`src/rtl/game_stage_fsm.sv`:
```
// game_stage_fsm
//   Top-level game flow controller for the fighter display pipeline.
//   Sequences START -> BATTLE -> WIN/LOSE -> START using Enter-key edges
//   and vertical-sync frame ticks. It also tracks both players' hit points.
//   The one-hot stage levels select the screen that the colour mapper draws.
//
// Ports
//   Clk         system clock
//   Reset_n     asynchronous active-low reset
//   frame_clk   VGA vertical sync, asynchronous to Clk
//   keycode     current keyboard keycode (8'h00 when idle)
//   p1_hit      one-Clk pulse: player 1 struck
//   p2_hit      one-Clk pulse: player 2 struck
//   start_l     title screen active
//   battle_l    battle screen active
//   win_l       victory screen active
//   lose_l      defeat screen active
//   p1_hp       player 1 hit points
//   p2_hp       player 2 hit points
//   frame_tick  one-Clk pulse per rising edge of frame_clk
module game_stage_fsm #(
    parameter int unsigned HP_INIT         = 10,
    parameter int unsigned HIT_DAMAGE      = 1,
    parameter int unsigned END_HOLD_FRAMES = 180,
    parameter logic [7:0]  KEY_ENTER       = 8'h28
) (
    input  logic       Clk,
    input  logic       Reset_n,
    input  logic       frame_clk,
    input  logic [7:0] keycode,
    input  logic       p1_hit,
    input  logic       p2_hit,
    output logic       start_l,
    output logic       battle_l,
    output logic       win_l,
    output logic       lose_l,
    output logic [4:0] p1_hp,
    output logic [4:0] p2_hp,
    output logic       frame_tick
);

    typedef enum logic [1:0] {
        S_START,
        S_BATTLE,
        S_WIN,
        S_LOSE
    } state_t;

    localparam logic [4:0] HP_LOAD   = 5'(HP_INIT);
    localparam logic [5:0] DAMAGE    = 6'(HIT_DAMAGE);
    localparam logic [9:0] HOLD_LOAD = 10'(END_HOLD_FRAMES);

    state_t     state;
    state_t     state_nxt;
    logic [9:0] hold;
    logic [9:0] hold_nxt;
    logic [4:0] p1_nxt;
    logic [4:0] p2_nxt;
    logic [5:0] p1_sub;
    logic [5:0] p2_sub;
    logic       fsync1;
    logic       fsync2;
    logic       fprev;
    logic       key_prev;
    logic       is_enter;
    logic       enter_press;

    assign is_enter    = (keycode == KEY_ENTER);
    assign enter_press = is_enter & ~key_prev;

    always_comb begin
        // 6-bit subtract: bit 5 is the borrow and clamps the result at zero
        p1_sub    = {1'b0, p1_hp} - DAMAGE;
        p2_sub    = {1'b0, p2_hp} - DAMAGE;
        state_nxt = state;
        p1_nxt    = p1_hp;
        p2_nxt    = p2_hp;
        hold_nxt  = hold;
        case (state)
            S_START: begin
                if (enter_press) begin
                    state_nxt = S_BATTLE;
                    p1_nxt    = HP_LOAD;
                    p2_nxt    = HP_LOAD;
                end
            end
            S_BATTLE: begin
                if (p1_hit) p1_nxt = p1_sub[5] ? '0 : p1_sub[4:0];
                if (p2_hit) p2_nxt = p2_sub[5] ? '0 : p2_sub[4:0];
                // outcome judged on post-hit HP; a double knockout is a defeat
                if (p1_nxt == '0) begin
                    state_nxt = S_LOSE;
                    hold_nxt  = HOLD_LOAD;
                end else if (p2_nxt == '0) begin
                    state_nxt = S_WIN;
                    hold_nxt  = HOLD_LOAD;
                end
            end
            S_WIN, S_LOSE: begin
                if (hold == '0) begin
                    if (enter_press) state_nxt = S_START;
                end else if (frame_tick) begin
                    hold_nxt = hold - 10'd1;
                end
            end
            default: state_nxt = S_START;
        endcase
    end

    always_ff @(posedge Clk or negedge Reset_n) begin
        if (!Reset_n) begin
            fsync1     <= 1'b1;
            fsync2     <= 1'b1;
            fprev      <= 1'b1;
            frame_tick <= 1'b0;
            key_prev   <= 1'b1;
            state      <= S_START;
            start_l    <= 1'b1;
            battle_l   <= 1'b0;
            win_l      <= 1'b0;
            lose_l     <= 1'b0;
            p1_hp      <= HP_LOAD;
            p2_hp      <= HP_LOAD;
            hold       <= '0;
        end else begin
            fsync1     <= frame_clk;
            fsync2     <= fsync1;
            fprev      <= fsync2;
            frame_tick <= fsync2 & ~fprev;
            key_prev   <= is_enter;
            state      <= state_nxt;
            // stage levels decoded from the next state so they switch on the transition edge
            start_l    <= (state_nxt == S_START);
            battle_l   <= (state_nxt == S_BATTLE);
            win_l      <= (state_nxt == S_WIN);
            lose_l     <= (state_nxt == S_LOSE);
            p1_hp      <= p1_nxt;
            p2_hp      <= p2_nxt;
            hold       <= hold_nxt;
        end
    end

endmodule

```
`config.mk`:
```
export PLATFORM = sky130hd
export DESIGN_NAME = game_stage_fsm
export DESIGN_NICKNAME = d
export VERILOG_FILES = /design/src/rtl/game_stage_fsm.sv
export SDC_FILE = /design/constraint.sdc
export NUM_CORES = 1
export LEC_CHECK = 0
export CAP_MARGIN = 5
export CORE_ASPECT_RATIO = 1.1
export CORE_MARGIN = 2
export CORE_UTILIZATION = 52
export DETAILED_ROUTE_END_ITERATION = 6
export HOLD_SLACK_MARGIN = 0.02
export PLACE_DENSITY = 0.81
export SETUP_SLACK_MARGIN = 0.15
export SYNTH_ARGS = -nofsm -noshare
export SYNTH_HDL_FRONTEND = slang
export SYNTH_SLANG_ARGS = --single-unit
```
`constraint.sdc`:
```
create_clock -name Clk -period 2.52 [get_ports Clk]
set_input_delay 0.378 -clock Clk [delete_from_list [all_inputs] [get_ports Clk]]
set_output_delay 0.378 -clock Clk [all_outputs]
set_load 0.005 [all_outputs]
```
Word-level counts from Yosys, hierarchy flattened

Index checks and enable logic that the tools add are counted.

Register bits after elaboration: 31
Input bits: 13
Output and inout bits: 15
Word-level logic and storage cells: 61

$add $sub $neg: 3
Equal/unequal tests: 11
Multiplexer cells: 20
Bitwise logic cells: 4
Reductions and logical operators: 10

Operator list:

| cell                    | count |
|---|---|
| $mux W10                | 4 |
| $mux W5                 | 7 |
| $pmux W10 S2            | 1 |
| $pmux W5 S2             | 2 |
| $sub A5 B1 Y6 const B   | 2 |
| $logic_not A10 Y1       | 1 |
| $logic_not A5 Y1        | 2 |
| $mux W2                 | 5 |
| $sub A10 B1 Y10 const B | 1 |
| $eq A2 B2 Y1 const B    | 4 |
| $eq A8 B6 Y1 const B    | 1 |
| $ne A2 B2 Y1 const B    | 3 |
| $pmux W2 S3             | 1 |
| $eq A2 B1 Y1 const B    | 2 |
| $logic_not A2 Y1        | 2 |
| $reduce_and A4 Y1       | 1 |
| $reduce_bool A2 Y1      | 2 |
| $ne A3 B3 Y1 const B    | 1 |
| $and A1 B1 Y1           | 2 |
| $not A1 Y1              | 2 |
| $reduce_and A2 Y1       | 1 |
| $reduce_or A2 Y1        | 1 |

Depth between registers and ports, before layout

Word-level depth: 9
Gate-level depth with buffers: 7
Gate-level depth less buffers: 7

Worst setup path before layout

Ideal clock, no wire load.

Kind: flip-flop to flip-flop
Start: reg hold[0]
End: reg hold[0]
Library setup time: 126 ps
Arrival: 1842 ps
Required time: 2394 ps
Path slack: 552 ps
Stages on the path, launching flop included: 8
Buffers on the path: 0
Period minus slack after synthesis: 1968 ps
Cells stage by stage: dfrtp_1 inv_1 ha_1 or4b_4 nor3_2 nor2b_1 xnor2_1 a221o_1

Word-level cells in the longest chain between the ends: 4
Elaborated cells between the ends (all ways): 7
Classes of those cells: 1 x add/sub; 1 x eq/ne; 3 x mux; 2 x reduce/logical

RTL lines:

| item                   | RTL line | text |
|---|---|---|
| from (decl)            | 55       | `logic [9:0] hold;` |
| from (signal assigned) | 139      | `hold <= hold_nxt;` |
| $sub A10 B1 Y10        | 103      | `hold_nxt = hold - 10'd1;` |
| $mux W10               | 102      | `end else if (frame_tick) begin` |
| $mux W10               | 100      | `if (hold == '0) begin` |
| $pmux W10 S2           | 79       | `case (state)` |

Parallel ways exist; a longest one is shown, timed or not. The select of a mux whose other input is x is not followed.
A chain may end at the register's enable or synchronous reset.

Final worst setup path

Ends and elaborated chain as after synthesis.

==> reports/qor.yml <==
drive_gt1_share_pct: 14.6
power_leakage_nw: 0.778
fin_crit_sh_pct: 88.9
die_h_um: 62.8
synth_compound_area_share_pct: 16.4
syn2layout_area_growth_pct: 23.9
synth.most_common_cell: "dfrtp_1"
finalCriticalPeriod_ns: 2.24
hp-class: "flip-flop to flip-flop"
synth.area.top_cells: "dfrtp_1 (34%), dfstp_2 (14%), nand2_1 (4.4%)"
finalPower_mw: 1.89
clk_latency_ns: 0.33
synth_top_family_by_area: "simple AND/OR/NAND/NOR gates"
syn_area_per_cell_um2: 9.83
htreeDepth: 2
synthAdderAreaFrac_pct: 2.30
ys.warnings.count: 0
cp.required_ns: 2.74
seq_area_frac_synth_pct: 48.2
die_area_mm2: 0.00360
ys_types: 46
ys_top_cells_by_count: "dfrtp_1 (22), nand2_1 (19), nor2_1 (17), dfstp_2 (9)"
clockBufferDepth: 2
worstMarginPinSlew_ns: 0.542
cp-start-kind: "flip-flop"
run_status: "finished, final reports clean"
grt_pass1_vias: 1420
yosys.area_share.simple_pct: 25.9
pin_count: 28
core_area_mm2: 0.00302
cts_resized: 0
reg2reg_from: "hold[0]"
cts_root_buffer: "clkbuf_4"
fin_nets: 213
via_count: 1384
hold_viol: 0
drt-initial-drc-count: 52
synthCells: 166
worstReg2RegEnd: "hold[0]"
hold_end: "fsync2"
antennaDiodeCount: 0
cts_inserted_buffers: 5
relSlewSlack_pct: 63.8
place.gp.congestion: 0.830
r2r_setup_slack_ns: 0.28
avgRoutedWirePerCell_um: 15.5
tns_ns: 0
power_density_mw_per_mm2: 933
port_buffers: 27
async_reset_ff_share_pct: 100
holdPathStages: 0
vias_per_cell: 5.97
routed_wl_um: 3600
clock-sinks: 31
crit_fanout: 4
netlist_area_mm2: 0.00163
setup.worst_path.class: "flip-flop to flip-flop"
irDropWorstVdd_v: 0.000840
fin_skew_ns: 0.00377
start_util_pct: 54.0
ys_ff_latch: 31
hold_buffers: 0
drt-pass1-iter-count: 4
antenna_found_initial: 0
grt_max_degree: 32
setup_viol: 0
synth-main-ff-cell: "dfrtp_1"
rsz0062_at_grt: "false"
drc_errors: 0
synth_top_cell_by_area: "dfrtp_1"
synth.top_cell.area_share_pct: 33.7
synth_nets: 182
fillers: 240
track_usage_pct: 21.9
grt_overflow: 0
muxShareOfSynthArea_pct: 0
dp_hpwl_um: 2630
grt_pass1_wl_um: 6310
core.rowCount: 21
max_cap_viol_count: 0
worst_ep_arrival_time_ns: 2.46
fmax_mhz: 446
synthXorXnorAreaFrac_pct: 4.29
cts_setup_buffers: 0
synth-edff-count: 0
path_clk_slew_ns: 0.10
tritoncts: "built"
ant_nets: 0
endpoint_kind: "flip-flop"
min-delay-start: "fsync1"
maxSlewViolCount: 0
die_w_um: 57.4
reg2reg_depth: 7
[worst max path at each step]
| stage | start | end | slack, ns | depth (start not counted) |
|---|---|---|---|---|
| finish | hold[0] | hold[0] | 0.28 | 7 |
| CTS | hold[0] | hold[0] | 0.28 | 7 |
| detailed placement | keycode[4] | p2_hp[2] | 0.28 | 6 |
| floorplan | hold[0] | hold[0] | 0.55 | 7 |
| global placement | keycode[4] | p2_hp[2] | 0.32 | 6 |
| global route | hold[0] | hold[0] | 0.17 | 7 |
[critical path, cell delays in order (launching register included)]
cell and delay [ns]:
dfrtp_1 0.44, inv_1 0.11, ha_1 0.20, or4b_4 0.50, nor3_2 0.34, nor2b_1 0.11
xnor2_1 0.15, a221o_1 0.29
[where the power goes]
part	internal (mW)	switching [mW]	leakage (nW)
sequential	0.646	0.190	0.364
clock	0.234	0.168	0.0482
combinational	0.325	0.323	0.366
[kinds of logic (layout without fill, tap and decap cells)]
group	count (synthesis)	count (layout)
compound gates	36	36
xor+xnor	8	8
fa+ha+maj	3	3
buf+inv	12	44
flops	31	31
simple gates	76	76
[per-layer routing]
| layer | vias up | part of all wire, % | global-route usage [%] |
|---|---|---|---|
| li1 | 666 | - | - |
| met3 | 6 | 2.9 | 6.21 |
| met1 | 687 | 43 | 27.6 |
| met5 | - | 0 | 0 |
| met4 | 0 | 1.2 | 6.40 |
| met2 | 25 | 53 | 36.1 |
[per-stage QoR]
stage | instances | setup WS, ns | util, % | hold slack (ns) | cell area, µm²
2_1_floorplan | 166 | 0.552 | - | 0.0824 | 1630
3_3_place_gp | 224 | 0.324 | 64.1 | 0.353 | 1940
4_1_cts | 232 | 0.284 | 66.9 | 0.362 | 2020
6_report | 232 | 0.279 | 66.9 | 0.364 | 2020
3_5_place_dp | 224 | 0.285 | 64.1 | 0.357 | 1940
5_1_grt | 232 | 0.173 | 66.9 | 0.366 | 2020
[placed cells by master (no fill, tap or decap), types with 3 or more instances in the layout]
cell type and n:
a21oi_1 5, nand3_1 6, nor4_1 3, dfstp_2 9, nand2_1 19, inv_1 7
clkdlybuf4s50_1 27, o21ai_1 7, nor3_1 6, nor2_1 17, clkbuf_4 5, dfrtp_1 22
nor2b_1 5, xnor2_1 7, o31ai_1 6, o211ai_1 3, ha_1 3, nand4_1 3
nor3_2 3
[area by class of cell]
cell class                 instances  area, µm²  share of cell area (%)
multi-input combinational        123        798                    39.5
sequential                        31        787                    38.9
timing repair buffer              28        278                    13.7
clock buffer                       6       51.3                    2.54
tap                               34       42.5                    2.10
clock inverter                     2       35.0                    1.73
inverter                           8       30.0                    1.49
[registers in the layout, indices dropped and copies added (netlist names)]
signal / count
win_l: 1
key_prev: 1
battle_l: 1
frame_tick: 1
hold: 10
start_l: 1
p2_hp: 5
fsync2: 1
state: 2
fprev: 1
fsync1: 1
lose_l: 1
p1_hp: 5
(Power assumes the default switching activity.)
